[src/rtl/uart_rx_gen2.sv]
// uart_rx_gen2: 16x-oversampled UART receiver with idle qualification, majority voting and a one-word output buffer.
module uart_rx_gen2 #(
  parameter int P_DATA_BITS   = 8,
  parameter int P_PARITY      = 0,
  parameter int P_STOP_BITS   = 2,
  parameter int P_REG_MODE_TH = 16
) (
  input  logic                   x16_BAUD,
  input  logic                   reset,
  input  logic                   serial_in,
  input  logic                   rd_ready,
  output logic [P_DATA_BITS-1:0] Do,
  output logic                   valid,
  output logic                   error,
  output logic                   parity_err,
  output logic                   overrun
);
  localparam int IW = $clog2(P_REG_MODE_TH + 1);
  typedef enum logic [2:0] {S_QUAL, S_ARMED, S_START, S_DATA, S_PARITY, S_STOP, S_ERROR} state_t;
  state_t                 state_q;
  logic                   sync1_q, sync2_q, s7_q, s8_q, perr_q;
  logic                   valid_q, error_q, parity_err_q, overrun_q;
  logic [IW-1:0]          idle_q;
  logic [3:0]             tick_q, bit_q;
  logic [P_DATA_BITS-1:0] shift_q, do_q;
  logic                   maj, mid, wrap, par_bad;
  always_comb begin
    maj     = (s7_q & s8_q) | (s7_q & sync2_q) | (s8_q & sync2_q);
    mid     = tick_q == 4'd9;
    wrap    = tick_q == 4'd15;
    par_bad = (maj ^ (^shift_q)) != (P_PARITY == 2);
  end
  always_ff @(posedge x16_BAUD or posedge reset)
    if (reset) begin
      state_q      <= S_QUAL;
      sync1_q      <= 1'b1;
      sync2_q      <= 1'b1;
      s7_q         <= 1'b0;
      s8_q         <= 1'b0;
      perr_q       <= 1'b0;
      valid_q      <= 1'b0;
      error_q      <= 1'b0;
      parity_err_q <= 1'b0;
      overrun_q    <= 1'b0;
      idle_q       <= '0;
      tick_q       <= '0;
      bit_q        <= '0;
      shift_q      <= '0;
      do_q         <= '0;
    end else begin
      sync1_q      <= serial_in;
      sync2_q      <= sync1_q;
      parity_err_q <= 1'b0;
      overrun_q    <= 1'b0;
      if (valid_q && rd_ready) valid_q <= 1'b0;
      if (tick_q == 4'd7) s7_q <= sync2_q;
      if (tick_q == 4'd8) s8_q <= sync2_q;
      if (state_q inside {S_START, S_DATA, S_PARITY, S_STOP}) tick_q <= tick_q + 4'd1;
      case (state_q)
        S_QUAL: begin
          idle_q <= sync2_q ? idle_q + 1'b1 : '0;
          if (sync2_q && idle_q == IW'(P_REG_MODE_TH - 1)) begin
            state_q <= S_ARMED;
            idle_q  <= '0;
          end
        end
        S_ARMED:
          if (!sync2_q) begin
            state_q <= S_START;
            tick_q  <= '0;
            bit_q   <= '0;
            perr_q  <= 1'b0;
          end
        S_START:
          if (mid && maj) begin
            state_q <= S_ARMED;
            tick_q  <= '0;
          end else if (wrap) state_q <= S_DATA;
        S_DATA: begin
          if (mid) begin
            shift_q <= {maj, shift_q[P_DATA_BITS-1:1]};
            bit_q   <= bit_q + 4'd1;
          end
          if (wrap && bit_q == 4'(P_DATA_BITS)) begin
            bit_q   <= '0;
            state_q <= (P_PARITY != 0) ? S_PARITY : S_STOP;
          end
        end
        S_PARITY: begin
          if (mid) perr_q <= par_bad;
          if (wrap) state_q <= S_STOP;
        end
        S_STOP:
          if (mid) begin
            if (!maj) begin
              state_q <= S_ERROR;
              error_q <= 1'b1;
            end else if (bit_q == 4'(P_STOP_BITS - 1)) begin
              // Re-arm at mid stop bit so a following start edge is not missed
              state_q <= S_ARMED;
              tick_q  <= '0;
              bit_q   <= '0;
              if (perr_q) parity_err_q <= 1'b1;
              else if (!valid_q || rd_ready) begin
                do_q    <= shift_q;
                valid_q <= 1'b1;
              end else overrun_q <= 1'b1;
            end else bit_q <= bit_q + 4'd1;
          end
        default: ;
      endcase
    end
  assign Do         = do_q;
  assign valid      = valid_q;
  assign error      = error_q;
  assign parity_err = parity_err_q;
  assign overrun    = overrun_q;
endmodule
[config.mk]
export PLATFORM = sky130hd
export DESIGN_NAME = uart_rx_gen2
export DESIGN_NICKNAME = d
export VERILOG_FILES = /design/src/rtl/uart_rx_gen2.sv
export SDC_FILE = /design/constraint.sdc
export NUM_CORES = 1
export LEC_CHECK = 0
export ABC_AREA = 1
export ABC_CLOCK_PERIOD_IN_PS = 4300
export BUFFER_PORTS_ARGS = -buffer_cell sky130_fd_sc_hd__buf_2
export CELL_PAD_IN_SITES_DETAIL_PLACEMENT = 0
export CELL_PAD_IN_SITES_GLOBAL_PLACEMENT = 2
export CORE_MARGIN = 10
export CORE_UTILIZATION = 39
export CTS_CLUSTER_DIAMETER = 150
export DETAILED_ROUTE_END_ITERATION = 16
export PLACE_DENSITY_LB_ADDON = 0.2
export SYNTH_ARGS = -nofsm -noshare
export SYNTH_HDL_FRONTEND = slang
export SYNTH_SLANG_ARGS = --single-unit
export TNS_END_PERCENT = 1
[constraint.sdc]
create_clock -name x16_BAUD -period 4.3 [get_ports x16_BAUD]
set_input_delay 0.43 -clock x16_BAUD [delete_from_list [all_inputs] [get_ports x16_BAUD]]
set_output_delay 0.43 -clock x16_BAUD [all_outputs]
set_load 0.01 [all_outputs]
Word-level counts from Yosys, hierarchy flattened
Cells that the tools add are included.
{"block": "word_totals", "in_bits": 4, "register_bits": 41, "latchBits": 0, "rom_bits": 0, "wordCells": 113, "output_inout_bits": 12, "ram_bits": 0, "memories": 0}
{"block": "op_classes", "add_sub_neg": 3, "eq_ne": 22, "n_reduce_logical": 18, "div_mod_pow": 0, "n_lt_le_gt_ge": 0, "n_shift": 0, "mux": 47, "n_mul": 0, "n_bitwise": 8}
{"cell": "4-bit two-way mux", "n": 12}
{"cell": "3-bit two-way mux", "n": 9}
{"cell": "4-bit one-hot mux with 3 select lines", "n": 2}
{"cell": "1-bit two-way mux", "n": 20}
{"cell": "3-bit one-hot mux with 6 select lines", "n": 1}
{"cell": "4-bit == test, second input constant", "n": 4}
{"cell": "2-bit != test, second input constant", "n": 6}
{"cell": "5-bit two-way mux", "n": 2}
{"cell": "3-bit by 2-bit != test with 1-bit output, second input constant", "n": 3}
{"cell": "4-bit by 1-bit adder with 4-bit output, second input constant", "n": 2}
{"cell": "8-bit AND reduction", "n": 1}
{"cell": "8-bit XOR reduction", "n": 1}
{"cell": "3-bit by 2-bit == test with 1-bit output, second input constant", "n": 2}
{"cell": "3-bit == test, second input constant", "n": 2}
{"cell": "3-bit AND reduction", "n": 2}
{"cell": "6-bit AND reduction", "n": 1}
{"cell": "6-bit nonzero test", "n": 1}
{"cell": "5-bit by 1-bit adder with 5-bit output, second input constant", "n": 1}
{"cell": "5-bit by 4-bit == test with 1-bit output, second input constant", "n": 1}
{"cell": "5-bit AND reduction", "n": 1}
{"cell": "4-bit by 1-bit == test with 1-bit output, second input constant", "n": 1}
{"cell": "4-bit by 3-bit == test with 1-bit output, second input constant", "n": 1}
{"cell": "1-bit logical AND", "n": 4}
{"cell": "4-bit nonzero test", "n": 1}
{"cell": "other kinds (13)", "n": 17}

Longest topological paths before layout
{"block": "depth", "ltp_word": 8, "ltp_mapped": 11, "depth_no_buf": 11}

Worst setup path before layout
OpenSTA, ideal clock, no wires.
{"block": "synth_timing", "path_kind": "reg2reg", "startpoint": "register tick_q[1]", "endpoint": "register do_q[5] (netlist: Do[5])", "synth_period_minus_slack_ns": 1.548, "setup_ns": 0.119, "arrival_ns": 1.429, "required_time_ns": 4.181, "path_buffers": 1, "setup_slack_ns": 2.752, "path_stages_with_launch": 11, "cell_sequence": "dfrtp_1 > inv_1 > ha_1 > nand3_4 > inv_1 > nand2_4 > nor2_4 > nand4_4 > buf_6 > nand2_2 > o21ai_2"}
{"block": "synth_between", "elab_chain_len": 2}
{"item": "from (decl)", "line_no": "24", "text": "logic [3:0] tick_q, bit_q;"}
{"item": "from (signal assigned)", "line_no": "58", "text": "if (state_q inside {S_START, S_DATA, S_PARITY, S_STOP}) tick_q <= tick_q + 4'd1;"}
{"item": "4-bit == test", "line_no": "29", "text": "mid = tick_q == 4'd9;"}
{"item": "6-bit AND reduction (no line)"}
{"item": "to (signal assigned)", "line_no": "105", "text": "do_q <= shift_q;"}
{"item": "to (decl)", "line_no": "25", "text": "logic [P_DATA_BITS-1:0] shift_q, do_q;"}
Every way passes these cells.
A chain may end at the register's enable or synchronous reset.

Worst setup path in the final report
{"block": "layout_timing", "startpoint": "register tick_q[1]", "endpoint": "register tick_q[1]"}
{"block": "layout_between", "elab_chain_len": 6, "elab_cells_between_ends": 10, "classes_between": "1 x add/sub; 1 x eq/ne; 7 x mux; 1 x reduce/logical"}
{"item": "4-bit by 1-bit adder with 4-bit output", "line_no": "58"}
{"item": "4-bit two-way mux", "line_no": "58"}
{"item": "4-bit two-way mux", "line_no": "98", "text": "end else if (bit_q == 4'(P_STOP_BITS - 1)) begin"}
{"item": "4-bit two-way mux", "line_no": "95", "text": "if (!maj) begin"}
{"item": "4-bit two-way mux", "line_no": "94", "text": "if (mid) begin"}
{"item": "4-bit one-hot mux with 3 select lines (*)", "line_no": "59", "text": "case (state_q)"}
Mark *: on every way between the ends. The rest lies on a longest branch, timed or not.

==> results.md <==
* Status: finished, final reports clean
* R2R Setup Slk at 2.52 ns
* GR Util met1 at 14.09%
* MaxCap Viol Count at 0
* Crit. Startpoint: tick_q[1]$_DFF_PP0_
* Worst hold path class: primary input to flop
* Wirelength, routed at 4555 um
* Setup TNS at 0 ns
* GRT Util Overall at 10.75%
* Largest net degree at the start of global routing at 42
* DRC at 0
* CTS Hold Bufs at 0
* Initial antenna violation count at 0
* Synth Area in Simple Gates at 29.92%
* Met2 Usage GRT at 16.93%
* Die width at 96.37 um
* Row Count at 27
* Multi-input gate area at 1087 um^2
* Met3 Use GR at 2.390%
* Max Fclk at 562.9 MHz
* CP Max Fanout at 5
* Setup Buffers After CTS at 0
* Synth top cells by count: 90 x nand2_1, 39 x dfrtp_1, 38 x inv_1
* Clk slew on worst S/H paths at 0.08 ns
* Area grow syn2layout at 11.99%
* Fillers at 576
* Vias in the first global route at 1701
* Core area at 5574 um^2
* CTS H-tree lvls at 2
* Top-count cell post-synth: nand2_1
* CTS Buf Count at 5
* Ys async rst share at 100.0%
* Detailed-route via count at 1778
* WS Path Type: flop to flop
* Primary FF master, synth: dfrtp_1
* Sequential area share after synthesis at 45.21%
* Synth area leader: dfrtp_1
* Via density at 4.729
* CP endpoint kind: flop
* Crit path to: tick_q[1]$_DFF_PP0_
* Gr ovfl total at 0
* Hold slack final at 0.2365 ns
* CTS tree: done
* Die Span Y at 96.37 um
* Yosys top cell area share at 42.90%
* RePlAce Congestion at 0.8459
* Final core utilization at 45.70%
* Final setup vio count at 0
* Effective utilization at floorplan at 40.81%
* Largest family of logic cells by synthesized area: simple AND/OR/NAND/NOR gates
* PortBufs at 15
* Root buf cell: clkbuf_8
* Critical R2R Launch: tick_q[1]$_DFF_PP0_
* Max_slew headroom at 65.10%
* Setup Skew at 0.004122 ns
* Tmin final at 1.776 ns
* FF+latch count, synth at 41
* EDFF count, synth at 0
* Placed insts at 368
* WP data required at 4.46 ns
* Resize count post-CTS at 0
* Worst vdd ir at 237.0 uV
* Crit path arrival time at 1.94 ns
* FF+latch area at 1028 um^2
* IO Pins at 16
* RSZ-0062 raised after global routing: false
* WL/cell at 12.11 um
* Remaining antenna violation count at 0
* Critical Path Source Type: flop
* Synth warn at 0
* Distinct cells, synth at 31
* PD cells at 480.8 nW/um^2
* R2R depth at 9
* Lkg Pwr at 1.321 nW
* Final hold vios at 0
* Final Cycle Share at 41.31%
* Skew-Pair Late Insertion Delay at 0.29 ns
* First-pass GRT wire length at 7955 um
* Mapped Avg Cell Area at 8.066 um^2
* Global routing's busiest layer: met2
* Layout cell share with drive strength beyond 1 at 15.13%
* DRT iter0 DRCs at 80
* Synthesized area at 2275 um^2
* Cells after synthesis at 282
* Least-Margin Pin Slew at 0.5235 ns
* Critical R2R Capture: tick_q[1]$_DFF_PP0_
* Max Transition Viols Final at 0
* Synth top area cells: dfrtp_1 43%, nand2_1 15%, inv_1 6.3%
* HPWL after DPL at 3480 um
* Die area at 9287 um^2
* Layout net count at 316
* Post-synthesis compound-gate area fraction at 9.791%
* Multiplexer share of the synthesized area at 0.4400%
* Ant diodes at 0
* Post-synthesis xor/xnor area fraction at 2.695%
* Post-Synth Adder-Cell Area at 4.950%
* Clock Tree Buf Depth at 2
* Non-Filler Instances at 376
* First-pass DRT Iterations at 5
* Sink Count at 41
* Mapped Nets at 295
==> registers in the layout, indices dropped and copies added, names as in the netlist, 3 cells and up <==
signal and count:
state_q 3, shift_q 8, bit_q 4, Do 8, idle_q 5, tick_q 4
==> cell families (layout without fill, tap and decap cells) <==
logic type               after synthesis  in the layout
AO/OA/AOI/OAI                         33             33
XOR/XNOR                               7              7
adder cells (fa/ha/maj)                9              9
buffers and inverters                 40             62
flip-flops                            41             41
multiplexers                           1              1
AND/OR/NAND/NOR                      151            151
==> how the worst min path moves through the flow <==
stage | from | end | slack (ns) | cells past startpoint
2_1_floorplan | sync1_q$_DFF_PP1_ | sync2_q$_DFF_PP1_ | 0.35 | 0
3_3_place_gp | sync1_q$_DFF_PP1_ | sync2_q$_DFF_PP1_ | 0.35 | 0
3_5_place_dp | sync1_q$_DFF_PP1_ | sync2_q$_DFF_PP1_ | 0.35 | 0
4_1_cts | serial_in | sync1_q$_DFF_PP1_ | 0.22 | 1
5_1_grt | serial_in | sync1_q$_DFF_PP1_ | 0.22 | 1
6_report | serial_in | sync1_q$_DFF_PP1_ | 0.24 | 1
==> report_power, final <==
group	internal (W)	switching, W	total, W
sequential	0.000433	0.0000559	0.000489
clock	0.000189	0.000134	0.000323
combinational	0.000142	0.000271	0.000413
==> layout make-up <==
class | count | share of cell area (%)
tap | 72 | 3.536
sequential | 41 | 40.37
multi-input combinational | 201 | 42.68
timing repair buffer | 16 | 3.242
clock inverter | 1 | 1.179
clock buffer | 7 | 3.389
inverter | 38 | 5.599
==> worst max-delay path, stage by stage (launching register included) <==
cell,delay (ns)
dfrtp_1,0.41
inv_1,0.08
ha_1,0.18
nand3_4,0.11
inv_1,0.15
nand2_4,0.08
nor2_4,0.13
inv_1,0.07
a21oi_1,0.36
nor2_1,0.08
==> cells in the final DEF (no fill, tap or decap), types with 2 or more instances in the layout <==
| cell type | count |
|---|---|
| inv_1 | 38 |
| buf_2 | 15 |
| dfstp_2 | 2 |
| o22ai_1 | 2 |
| dfrtp_1 | 39 |
| nor2_4 | 2 |
| ha_1 | 9 |
| o21bai_1 | 2 |
| nor2_1 | 22 |
| xnor2_1 | 2 |
| a21oi_1 | 3 |
| clkbuf_8 | 6 |
| nand2_1 | 90 |
| xor2_1 | 5 |
| o21ai_0 | 14 |
| nand3_1 | 25 |
| nand2_2 | 4 |
| o21ai_2 | 8 |
==> per-stage QoR <==
stage	power [W]	cell area (um^2)	setup WS, ns
6_report	0.001225	2547	2.524
5_1_grt	0.001334	2547	2.334
4_1_cts	0.001244	2547	2.491
3_5_place_dp	0.0009123	2431	2.495
3_3_place_gp	0.0009203	2431	2.542
2_1_floorplan	0.0008135	2275	2.752
==> layer usage <==
metal  wire [um]  vias to the layer above
met1        2225                      820
met4          37                        0
met5           0                        -
met2        2080                       25
li1            -                      929
met3         212                        4
Power figures use the tool's default switching activity.
